## config.mk

```make
export PLATFORM = sky130hd
export DESIGN_NAME = mux_share_arbiter
export DESIGN_NICKNAME = d
export VERILOG_FILES = /design/src/rtl/arb_pkg.sv /design/src/rtl/rr_pick.sv /design/src/rtl/mux_share_arbiter.sv
export SDC_FILE = /design/constraint.sdc
export NUM_CORES = 1
export LEC_CHECK = 0
export BUFFER_PORTS_ARGS = -buffer_cell sky130_fd_sc_hd__buf_4
export CAP_MARGIN = 40
export CORE_ASPECT_RATIO = 0.6
export CORE_MARGIN = 3
export CORE_UTILIZATION = 53
export DETAILED_ROUTE_END_ITERATION = 8
export PLACE_DENSITY = 0.95
export SYNTH_ARGS = -nofsm -noshare
export SYNTH_HDL_FRONTEND = slang
export SYNTH_SLANG_ARGS = --single-unit
export TNS_END_PERCENT = 100
```

## constraint.sdc

```tcl
create_clock -name clk -period 10.3 [get_ports clk]
set_clock_uncertainty 0.1 [all_clocks]
set_input_delay 2.575 -clock clk [delete_from_list [all_inputs] [get_ports clk]]
set_output_delay 2.575 -clock clk [all_outputs]
set_load 0.01 [all_outputs]
```

## src/rtl/arb_pkg.sv

```systemverilog
// rtl/arb_pkg.sv - shared types and constants for the round-robin mux arbiter
//
// Purpose : arbiter FSM state enum, requester count, select width and a
//           one-hot helper used by mux_share_arbiter and rr_pick.
// Ports   : none (package).
package arb_pkg;

  localparam int NUM_REQ = 8;
  localparam int SEL_W   = 3;

  typedef enum logic {
    IDLE = 1'b0,
    BUSY = 1'b1
  } arb_state_t;

  function automatic logic [NUM_REQ-1:0] onehot(input logic [SEL_W-1:0] idx);
    return NUM_REQ'(1) << idx;
  endfunction

endpackage

```

## src/rtl/rr_pick.sv

```systemverilog
// rtl/rr_pick.sv - combinational round-robin pick of the next requester
//
// Purpose : scans req starting at last_owner+1 and wrapping 7->0, so
//           last_owner itself is checked last (lowest priority).
// Ports   : req[7:0]        in  - request vector
//           last_owner[2:0] in  - most recently granted requester
//           found           out - at least one request seen
//           idx[2:0]        out - winning requester (0 when none)
module rr_pick
  import arb_pkg::*;
(
  input  logic [NUM_REQ-1:0] req,
  input  logic [SEL_W-1:0]   last_owner,
  output logic               found,
  output logic [SEL_W-1:0]   idx
);

  logic [SEL_W-1:0] cand;

  always_comb begin
    found = 1'b0;
    idx   = '0;
    cand  = '0;
    // k == NUM_REQ wraps back onto last_owner, giving it lowest priority.
    for (int k = 1; k <= NUM_REQ; k++) begin
      cand = last_owner + SEL_W'(k);
      if (!found && req[cand]) begin
        found = 1'b1;
        idx   = cand;
      end
    end
  end

endmodule

```

## src/rtl/mux_share_arbiter.sv

```systemverilog
// rtl/mux_share_arbiter.sv - 8-way round-robin arbiter driving a shared data mux
//
// Purpose : grants one of eight requesters ownership of a shared datapath and
//           forwards the owner's data slice. Ownership lasts until the owner
//           drops its request; with ARB_HOLD_TIMEOUT_EN defined it is also
//           released after HOLD_MAX consecutive grant cycles.
// Macro   : ARB_HOLD_TIMEOUT_EN - enables the hold timeout.
// Ports   : clk                  in  - clock, rising edge
//           reset                in  - asynchronous, active-high
//           req[7:0]             in  - request per requester
//           data_in[8*WIDTH-1:0] in  - requester i at [i*WIDTH +: WIDTH]
//           gnt[7:0]             out - one-hot owner (registered)
//           gnt_valid            out - gnt non-zero (registered)
//           sel[2:0]             out - binary owner index (registered)
//           data_out[WIDTH-1:0]  out - owner's data, 0 when no owner
module mux_share_arbiter
  import arb_pkg::*;
#(
  parameter int WIDTH    = 8,
  parameter int HOLD_MAX = 4
) (
  input  logic                     clk,
  input  logic                     reset,
  input  logic [NUM_REQ-1:0]       req,
  input  logic [NUM_REQ*WIDTH-1:0] data_in,
  output logic [NUM_REQ-1:0]       gnt,
  output logic                     gnt_valid,
  output logic [SEL_W-1:0]         sel,
  output logic [WIDTH-1:0]         data_out
);

  // Four bits are only needed when the timeout may have to count to 8.
  localparam int CNT_W = (HOLD_MAX > 7) ? 4 : 3;

  arb_state_t       state;
  logic [CNT_W-1:0] hold_cnt;
  logic [SEL_W-1:0] last_owner;

  logic             pick_found;
  logic [SEL_W-1:0] pick_idx;
  logic             hold_expired;
  logic             rearb;

  // In BUSY last_owner equals the current owner, so one picker serves both
  // the idle grant and the handoff/timeout case, and a timed-out owner is
  // automatically the last one considered.
  rr_pick u_rr_pick (
    .req        (req),
    .last_owner (last_owner),
    .found      (pick_found),
    .idx        (pick_idx)
  );

`ifdef ARB_HOLD_TIMEOUT_EN
  assign hold_expired = (hold_cnt == CNT_W'(HOLD_MAX));
`else
  assign hold_expired = 1'b0;
`endif

  assign rearb = (state == IDLE) || !req[sel] || hold_expired;

  always_ff @(posedge clk or posedge reset) begin
    if (reset) begin
      state      <= IDLE;
      gnt        <= '0;
      sel        <= '0;
      gnt_valid  <= 1'b0;
      hold_cnt   <= '0;
      last_owner <= SEL_W'(NUM_REQ - 1);
    end else if (rearb) begin
      if (pick_found) begin
        state      <= BUSY;
        gnt        <= onehot(pick_idx);
        sel        <= pick_idx;
        gnt_valid  <= 1'b1;
        hold_cnt   <= CNT_W'(1);
        last_owner <= pick_idx;
      end else begin
        state     <= IDLE;
        gnt       <= '0;
        sel       <= '0;
        gnt_valid <= 1'b0;
        hold_cnt  <= '0;
      end
    end else begin
`ifdef ARB_HOLD_TIMEOUT_EN
      // Never passes HOLD_MAX: the expiry above re-arbitrates first.
      hold_cnt <= hold_cnt + 1'b1;
`else
      if (hold_cnt != CNT_W'(7)) begin
        hold_cnt <= hold_cnt + 1'b1;
      end
`endif
    end
  end

  // One 8:1 select per data bit, forced to zero without an owner.
  logic [NUM_REQ-1:0] column;

  always_comb begin
    data_out = '0;
    column   = '0;
    for (int b = 0; b < WIDTH; b++) begin
      for (int i = 0; i < NUM_REQ; i++) begin
        column[i] = data_in[i*WIDTH + b];
      end
      data_out[b] = gnt_valid & column[sel];
    end
  end

endmodule

```

# After elaboration in Yosys (flattened, before gate mapping)
# Index checks and enable logic that the tools add are counted.
[classes]
mux = 53
n_bitwise = 9
shift = 1
n_addsub = 7
reduce_logical = 17
magnitude_cmp = 9
[ops]
columns = ["op", "n"]
rows = [
  ["$bmux 1 s3", 17],
  ["$lt 3x4->1 const B", 9],
  ["$mux 3", 9],
  ["$mux 1", 26],
  ["$add 3x3->3 const B", 4],
  ["$and 1x1->1", 8],
  ["$logic_not 1->1", 8],
  ["$mux 8", 1],
  ["$shl 1x3->8 const A", 1],
  ["$logic_and 1x1->1", 7],
  ["$add 3x2->3 const B", 2],
  ["$add 3x1->3 const B", 1],
  ["$reduce_and 2->1", 1],
  ["$logic_or 1x1->1", 1],
  ["$not 1->1", 1],
]
[word_totals]
elab_cells = 100
register_bits = 15

# Longest topological paths before layout
# Gate-level depths: netlist of run 1.
[depth]
depth_word = 27
depth_mapped = 11

# Modules after synthesis
# Synthesis of run 1 repeated with hierarchy kept, for this count alone.
[unflattened]
hier_cells = 195
hier_area_um2 = 2062.0
[by_module_without_submodules]
columns = ["mod", "instances", "area_each_um2", "cells_each"]
rows = [
  ["mux_share_arbiter", 1, 1276.2, 102],
  ["rr_pick", 1, 785.8, 93],
]

# Worst setup path before layout of run 1
# OpenSTA, ideal clock, no wires.
[synth_path]
path_kind = "input to output"
from = "input port data_in[56]"
to = "output port data_out[0]"
t_required_ps = 7625
cell_stages = 3
path_slack_ps = 4398
arrival_ps = 3227
path_cell_list = "mux4_2 -> mux2i_1 -> nor2b_1"
[synth_via]
elab_chain_len = 3
[synth_rtl]
columns = ["element", "line", "text"]
rows = [
  ["start, declared", "mux_share_arbiter.sv:25", "input logic [NUM_REQ*WIDTH-1:0] data_in,"],
  ["$bmux 1 s3", "mux_share_arbiter.sv:107", "data_out[b] = gnt_valid & column[sel];"],
  ["$mux 1 (implied by the code)", "mux_share_arbiter.sv:107", ""],
  ["$and 1x1->1", "mux_share_arbiter.sv:107", ""],
  ["end, declared", "mux_share_arbiter.sv:29", "output logic [WIDTH-1:0] data_out"],
]
# No other way between the ends. The select of a mux whose other input is x is not followed.

# Worst setup path in the final report of run 1
[layout_path]
from = "input port data_in[57]"
to = "output port data_out[1]"
# The elaborated chain is that of the path after synthesis.

==> impl_metrics.yaml, run 1 <==
synth:
  syn_nets: 270
  syn_area_per_cell_um2: 11.29
  netlist_instances: 194
  async_flop_share_pct: 100.0
  syn-cell-area_um2: 2191
  synth-seq-cells: 15
  synth_most_common_cell: "mux4_2"
  yosysTopAreaCellShare_pct: 32.90
  ys_dominant_reg_cell: "dfrtp_1"
  yosys.area.top_type: "mux4_2"
  synthTopCellsByCount: "32 x mux4_2, 14 x nand2_1, 13 x mux2i_1"
  synth_edf_count: 0
  yosys_warnings: 0
  yosysSeqAreaShare_pct: 17.30
  ys_types: 51
  yosys-top-cells-area: "mux4_2 33%, dfrtp_1 14%, mux2i_1 5.9%"
placed_design:
  hpwl_um: 5337
  io_buffers: 93
  place.gp.congestion: 0.9586
  place_worst_setup_slack_ns: 4.103
sta:
  hold_viol_final: 0
  period_share_pct: 60.27
  slew_headroom_pct: 38.32
  finalMaxSlewViolations: 0
  setup_viol: 0
  rsz0062_at_grt: "no"
  setup_slack_ns: 4.092
  min_period_ns: 6.208
  tns_ns: 0
  worst_pin_slew_ns: 0.9233
  fmax_mhz: 161.1
detailed_routing:
  wl_per_cell_um: 20.72
  wl_um: 6693
  drt_iter0_markers: 173
  detail-route-antenna-nets: 0
  vias: 2174
  dr.pass1.iters: 5
  vias_per_cell: 6.731
  route.detailed.drc: 0
global_routing:
  grt_max_degree: 21
  grt_overflow: 0
  grt_antenna_before_repair: 0
  grt_first_pass_wirelength_um: 10500
  grt.total_usage_pct: 26.67
  grt_pass1_vias: 2146
clock_network:
  numCtsBuffers: 3
  clock-root-buffer: "clkbuf_8"
  htreeDepth: 1
  holdBufCountCts: 0
  post_cts_resize_count: 0
  cts_tree: "done"
  clock-sinks: 15
  postCtsSetupBuffers: 0
  clk_pin_slew_ns: 0.06
  clockBufferDepth: 2
  insertion_delay_ns: 0.25
status:
  status: "finished, final reports clean"
layout:
  fillers: 238
  area_growth_pct: 34.32
  final_core_util_pct: 77.29
  regArea_um2: 379.1
  drive_gt1_share_pct: 55.80
  multi_input_area_um2: 1700
  n_antenna_cell: 0
  layout.nets: 353
critical_path:
  arrival_ns: 3.53
  path_class: "input port to primary output"
  startpoint_type: "input port"
  max_stage_delay_ns: 0.47
  critPathCaptureType: "primary output"
  crit_top_cell: "buf_4"
  critPathMaxFanout: 1
  crit_required_ns: 7.63
  cp_slowest_cell: "mux4_2"
  cp_cell_sequence: "buf_4 > mux4_2 > mux2i_1 > nor2b_1 > buf_4"
pwr:
  power_density_nw_per_um2: 355.3
  irDropWorstVdd_uv: 248.2
  power_leakage_uw: 0.001246
  finalPower_uw: 1046
job:
  cap_violations: 0
floorplanning:
  die_w_um: 89
  start_util_pct: 57.54
  core_area_um2: 3807
  ioPinCount: 94
  die_h_um: 55.80
  rows: 17
  dieArea_um2: 4966
worst_hold_path:
  hold_path.class: "flip-flop to flip-flop"
==> area by class of cell <==
cell class / instances / area share [%]
sequential: 15 / 12.88
timing repair buffer: 95 / 24.79
tap: 47 / 1.998
clock buffer: 4 / 1.531
inverter: 8 / 1.020
multi-input combinational: 154 / 57.78
==> worst max-delay path, delay by kind of cell <==
kind,cells,cell delay (ns)
muxes,2,0.64
buffers and inverters,2,0.25
and+or+nand+nor,1,0.07
==> stage by stage <==
step | hold slack [ns] | instances | cell area [um^2]
global route | 0.4035 | 323 | 2943
floorplan | 0.4168 | 194 | 2191
detailed placement | 0.3733 | 319 | 2898
CTS | 0.3907 | 323 | 2943
global placement | 0.3650 | 317 | 2867
finish | 0.3904 | 323 | 2943
==> final timing paths <==
kind	from	to	slack [ns]	depth (start not counted)
worst max-delay path	data_in[57]	data_out[1]	4.09	5
worst min-delay path	gnt[0]	gnt[0]	0.39	2
worst max register to register	last_owner[1]	gnt[6]	5.90	9
worst min register to register	gnt[0]	gnt[0]	0.39	2
max in group asynchronous	reset	gnt[0]	7.42	2
min in group asynchronous	reset	sel[2]	2.29	2
==> sequential cells by signal (all words and copies together) (netlist names) <==
register	flops
gnt	8
state	1
sel	3
last_owner	3
==> where the power goes <==
| group | leakage (uW) | switching, uW | internal, uW |
|---|---|---|---|
| Clock | 0.0000228 | 20.6 | 27.4 |
| Combinational | 0.00104 | 401 | 424 |
| Sequential | 0.000183 | 83.4 | 88.4 |
| Total | 0.00125 | 506 | 540 |
==> layer usage <==
layer	share of wire [%]	global-route usage, %
met2	47	41.33
met1	40	38.43
met3	12	6.805
met5	0	0
met4	1.4	4.246
==> kinds of logic (layout without fill, tap and decap cells) <==
kind of cell	count (synthesis)	count (layout)	share of synthesized area, %
compound gates	40	40	14.56
xor+xnor	4	4	1.599
fa+ha+maj	2	2	1.142
buf+inv	25	107	5.083
flops	15	15	17.30
mux	63	63	48.94
simple gates	45	45	11.36
==> cell usage in the layout (no fill, tap or decap), types with 2 or more instances in the layout <==
cell type  synthesis  final
ha_1               2      2
inv_1              7      7
o31ai_1            4      4
nand2b_1           5      5
xnor2_1            2      2
dfstp_2            3      3
o21ai_0            4      4
dfrtp_1           12     12
mux2_2            11     11
a32o_1             4      4
mux2i_1           13     13
a21oi_1            3      3
a221oi_1           3      3
mux2_4             5      5
a311o_1            2      2
xor2_1             2      2
clkbuf_8           0      3
mux2_1             2      2
a211oi_1           2      2
nor4b_1            2      2
nand4_1            2      2
nor2b_1           11     11
nor2_1             3      3
o21a_1             2      2
buf_4              0     93
nand2_1           14     14
o21ai_1            3      3
nand3b_1           2      2
mux4_2            32     32
Note: power is estimated with default switching activity, not from simulation.
==> inputs of run 2 (changes only) <==
- CORE_UTILIZATION: 53 -> 44
- PLACE_DENSITY: 0.95 -> 0.88
- clock period: 10.3 -> 5.35 ns (I/O delays scaled with it)
==> run 2 against run 1 <==
Net effect:
- sequential power grew 89%
- sequential share of layout area shrank 0.14 points
- clock power grew 91%
- register-to-register slack lost 4.7 ns
- setup slack lost 2.9 ns
- critical path type is now flip-flop to flip-flop
- design area grew 1.1%
==> impl_metrics.yaml, run 2 (synthesis results as in run 1) <==
sta:
  rsz0062_at_grt: "no"
  tns_ns: 0
  period_share_pct: 77.79
  slew_headroom_pct: 49.94
  setup_viol: 0
  fmax_mhz: 240.3
  min_period_ns: 4.162
  finalMaxSlewViolations: 0
  hold_viol_final: 0
  worst_pin_slew_ns: 0.7509
placed_design:
  dpl_cell_area_um2: 2929
  place.gp.congestion: 0.9814
  io_buffers: 93
  hpwl_um: 5308
critical_path:
  crit_required_ns: 5.39
  critPathMaxFanout: 20
  path_class: "flip-flop to flip-flop"
  critPathCaptureType: "flip-flop"
  arrival_ns: 4.20
  reg2reg_depth: 9
  startpoint_type: "flip-flop"
worst_hold_path:
  hold_depth: 2
  hold_path.class: "flip-flop to flip-flop"
global_routing:
  grt_first_pass_wirelength_um: 10290
  grt.total_usage_pct: 22.07
  grt_overflow: 0
  grt_max_degree: 21
  grt_pass1_vias: 2079
  grt_antenna_before_repair: 0
clock_network:
  post_cts_resize_count: 0
  htreeDepth: 1
  numCtsBuffers: 3
  clock-sinks: 15
  insertion_delay_ns: 0.25
  holdBufCountCts: 0
  clock-root-buffer: "clkbuf_8"
  clockBufferDepth: 2
  cts_tree: "done"
  postCtsSetupBuffers: 0
  clk_pin_slew_ns: 0.06
floorplanning:
  start_util_pct: 46.78
  rows: 19
  core_area_um2: 4683
  die_w_um: 97.10
  dieArea_um2: 5890
  ioPinCount: 94
  die_h_um: 60.66
pwr:
  swShare_pct: 47.09
  power_frac_comb_pct: 79.1
  power_switching_uw: 940.7
  p_seq_share_pct: 16.3
  finalPower_uw: 1998
  p_int_uw: 1057
  irDropWorstVdd_uv: 291.6
  power_leakage_uw: 0.001255
  power.share.clock_pct: 4.6
  power_density_nw_per_um2: 671.7
detailed_routing:
  vias_per_cell: 6.100
  vias: 2074
  wl_um: 6416
  dr.pass1.iters: 4
  detail-route-antenna-nets: 0
  wl_per_cell_um: 18.87
  drt_iter0_markers: 291
  route.detailed.drc: 0
status:
  status: "finished, final reports clean"
layout:
  layout.nets: 354
  stdcell_area_um2: 2974
  regMostFlops: "gnt"
  layout_common_cells: "95 x buf_4, 32 x mux4_2, 14 x nand2_1, 13 x mux2i_1, 12 x dfrtp_1"
  largest_reg_flops: 8
  reg_top3: "gnt x8, last_owner x3, sel x3"
  n_antenna_cell: 0
  regArea_um2: 379.1
  multi_input_area_um2: 1700
  area_growth_pct: 35.75
  drive_gt1_share_pct: 56.32
  fillers: 364
  final_common_cell: "buf_4"
job:
  cap_violations: 0
==> run 2: per-stage QoR <==
stage               setup slack [ns]  util, %  cells  hold slack [ns]
global route                  0.9632    63.51    340           0.4195
finish                         1.188    63.51    340           0.3886
detailed placement             1.225    62.54    336           0.3806
CTS                            1.214    63.51    340           0.3935
floorplan                      1.647        -    194           0.4168
global placement               1.353    61.80    334           0.3785
==> run 2: power by group through the flow <==
stage / Combinational, uW / Clock, uW / Sequential [uW]
3_5_place_dp: 1560 / 0 / 328
6_report: 1580 / 91.8 / 325
5_1_grt: 1720 / 101 / 342
3_3_place_gp: 1480 / 0 / 352
2_1_floorplan: 1270 / 0 / 200
4_1_cts: 1570 / 92.8 / 327
==> run 2: cell type report <==
type	instances	share of cell area [%]
sequential	15	12.75
timing repair buffer	96	24.91
inverter	8	1.010
tap	63	2.650
multi-input combinational	154	57.17
clock buffer	4	1.515
==> run 2: worst max-delay path, stage by stage, from the launching register on <==
cell and delay, ns:
dfstp_2 0.83, inv_1 0.20, ha_1 0.63, mux4_2 0.63
mux2_2 0.32, or4b_1 0.60, o221ai_2 0.20, o41ai_1 0.10
buf_4 0.18, a32o_1 0.26
==> run 2: routing by layer <==
metal	track usage, %	routed length (um)
met2	37.16	3071
met4	3.800	53
met3	7.692	710
met5	0	0
met1	28.68	2581
==> run 2: path summary, 6_finish.rpt <==
| kind | startpoint | to | slack (ns) |
|---|---|---|---|
| hold / removal | gnt[2] | gnt[2] | 0.39 |
| max in group asynchronous | reset | last_owner[2] | 3.74 |
| setup reg to reg | last_owner[1] | gnt[4] | 1.19 |
| min in group asynchronous | reset | sel[1] | 1.04 |
| setup / recovery | last_owner[1] | gnt[4] | 1.19 |
| hold reg to reg | gnt[2] | gnt[2] | 0.39 |
==> inputs of run 3 (changes only) <==
- ABC_AREA: unset -> 1
- CORE_UTILIZATION: 44 -> 47
- PLACE_DENSITY: 0.88 -> 0.91
- clock period: 5.35 -> 4 ns (I/O delays scaled with it)
==> run 3 against run 2 <==
Net effect:
- largest cell class unchanged
- critical endpoint is now last_owner[1]
- count of clock-buffer cells in the layout decreased by 1
- clock power rose by 35%
- global-route usage grew 6.4 points
- synthesized area decreased by 9.8%
- sequential power down 5%
- via count up 32%
- sequential cell count unchanged
- critical path type unchanged
==> impl_metrics.yaml, run 3 <==
global_routing:
  grt.total_usage_pct: 28.44
  grt_overflow: 0
  grt_first_pass_wirelength_um: 11750
  grt_antenna_before_repair: 0
  grt_max_degree: 38
  grt_pass1_vias: 2399
clock_network:
  insertion_delay_ns: 0.25
  htreeDepth: 1
  clock-root-buffer: "clkbuf_8"
  clock-sinks: 15
  cts_tree: "done"
  holdBufCountCts: 0
  post_cts_resize_count: 0
  numCtsBuffers: 3
  clockBufferDepth: 2
  postCtsSetupBuffers: 0
  clk_pin_slew_ns: 0.06
pwr:
  power_frac_comb_pct: 84.5
  swShare_pct: 61.26
  p_int_uw: 1084
  power_density_nw_per_um2: 1023
  power.share.clock_pct: 4.4
  power_leakage_uw: 0.001425
  power_switching_uw: 1715
  irDropWorstVdd_uv: 515.0
  p_seq_share_pct: 11.1
floorplanning:
  dieArea_um2: 5046
  ioPinCount: 94
  start_util_pct: 51.35
  die_w_um: 89.73
  die_h_um: 56.24
  core_area_um2: 3850
  rows: 17
critical_path:
  path_class: "flip-flop to flip-flop"
  reg2reg_depth: 13
  crit_required_ns: 4.04
  crit_top_cell: "nand2_1"
  arrival_ns: 3.32
  r2r-end: "last_owner[1]"
  crit_family: "simple AND/OR/NAND/NOR gates"
  critPathMaxFanout: 15
  cp_slowest_cell: "dfstp_2"
  r2r_setup_slack_ns: 0.71
  startpoint: "last_owner[0]"
  max_stage_delay_ns: 0.71
  cp_num_buf_inv: 3
  critPathCaptureType: "flip-flop"
  r2r-start: "last_owner[0]"
  startpoint_type: "flip-flop"
  cp_cell_sequence: "inv_2 > ha_1 > inv_1 > nand3_1 > nand2_1 > nand2_1 > nand2_1 > nand4_4 > nor2_4 > nand3b_1 > nand2_1 > inv_2 > o21ai_0"
sta:
  rsz0062_at_grt: "no"
  period_share_pct: 82.19
  whs_ns: 0.3936
  worst_pin_slew_ns: 0.5641
  finalMaxSlewViolations: 0
  hold_viol_final: 0
  tns_ns: 0
  min_period_ns: 3.288
  setup_viol: 0
  fmax_mhz: 304.2
  slew_headroom_pct: 62.35
layout:
  layout.nets: 508
  regMostFlops: "gnt"
  layout_common_cells: "96 x buf_4, 79 x nand2_1, 72 x nor2_1, 51 x o21ai_0, 32 x nand3_1"
  area_growth_pct: 38.42
  largest_reg_flops: 8
  n_antenna_cell: 0
  final_core_util_pct: 71.08
  fillers: 335
  final_common_cell: "buf_4"
  drive_gt1_share_pct: 30.39
  reg_top3: "gnt x8, last_owner x3, sel x3"
  fin_cells: 488
synth:
  yosysSeqAreaShare_pct: 19.18
  yosys.area.top_type: "dfrtp_1"
  async_flop_share_pct: 100.0
  synthTopCellsByCount: "79 x nand2_1, 72 x nor2_1, 51 x o21ai_0"
  yosys-top-cells-area: "dfrtp_1 15%, nand2_1 15%, nor2_1 14%"
  syn_nets: 423
  synth_most_common_cell: "nand2_1"
  ys_types: 32
  synth-seq-cells: 15
  yosysTopAreaCellShare_pct: 15.19
  yosys_warnings: 0
  netlist_instances: 347
  ys_dominant_reg_cell: "dfrtp_1"
  syn_area_per_cell_um2: 5.697
  syn-cell-area_um2: 1977
  synth_edf_count: 0
status:
  status: "finished, final reports clean"
worst_hold_path:
  hold_path_end: "gnt[5]"
  hp-start: "gnt[5]"
  hold_path.class: "flip-flop to flip-flop"
  hold_depth: 2
detailed_routing:
  vias_per_cell: 5.590
  drt_iter0_markers: 258
  vias: 2728
  wl_per_cell_um: 15.15
  route.detailed.drc: 0
  dr.pass1.iters: 6
  detail-route-antenna-nets: 0
  wl_um: 7395
job:
  cap_violations: 0
placed_design:
  place.gp.congestion: 0.9595
  io_buffers: 93
  hpwl_um: 5877
  dp.cells: 484
run 3: stage by stage:
step | setup slack (ns) | power (uW) | area [um^2]
floorplan | 1.242 | 1964 | 1977
global placement | 0.9829 | 2531 | 2690
detailed placement | 0.8956 | 2590 | 2690
CTS | 0.7828 | 2735 | 2736
global route | 0.5463 | 3069 | 2736
finish | 0.7125 | 2799 | 2736
run 3: final cells by class:
type                    count  area [um^2]  area share, %
clock buffers               3        41.29          1.509
clock inverters             1        5.005         0.1829
inverters                  28        105.1          3.841
multi-input cells         288         1414          51.67
flip-flops and latches     15        379.1          13.85
well taps                  57        71.32          2.606
repair buffers             96        720.7          26.34
run 3: cell families after synthesis:
group,after synthesis,synth area share [%]
AOI/OAI and AO/OA,78,21.96
xor gates and xnor gates,2,1.646
adders and majority gates,2,1.266
buffers and inverters,44,9.303
DFF,15,19.18
and+or+nand+nor,206,46.65
run 3: how the worst max path moves through the flow:
stage / cells after the start / to
2_1_floorplan: 18 / gnt[0]
3_3_place_gp: 15 / last_owner[1]
3_5_place_dp: 13 / last_owner[1]
4_1_cts: 7 / data_out[4]
5_1_grt: 13 / last_owner[1]
6_report: 13 / last_owner[1]
run 3: worst reg2reg max path, cell delays in order (launching register included):
cell      delay, ns
dfstp_2        0.71
inv_2          0.20
ha_1           0.44
inv_1          0.18
nand3_1        0.21
nand2_1        0.12
nand2_1        0.07
nand2_1        0.18
nand4_4        0.17
nor2_4         0.18
nand3b_1       0.13
nand2_1        0.12
inv_2          0.08
o21ai_0        0.28
run 3: routing by layer:
| layer | wire (um) | global-route usage [%] |
|---|---|---|
| met2 | 3150 | 42.84 |
| met1 | 3159 | 41.62 |
| met3 | 1029 | 8.108 |
| met4 | 56 | 2.620 |
| met5 | 0 | 0 |
run 3: power by group through the flow:
| stage | clock [uW] | combinational (uW) | sequential, uW |
|---|---|---|---|
| 3_3_place_gp | 0 | 2230 | 305 |
| 2_1_floorplan | 0 | 1690 | 271 |
| 5_1_grt | 135 | 2610 | 319 |
| 6_report | 124 | 2360 | 310 |
| 4_1_cts | 125 | 2300 | 307 |
| 3_5_place_dp | 0 | 2280 | 307 |
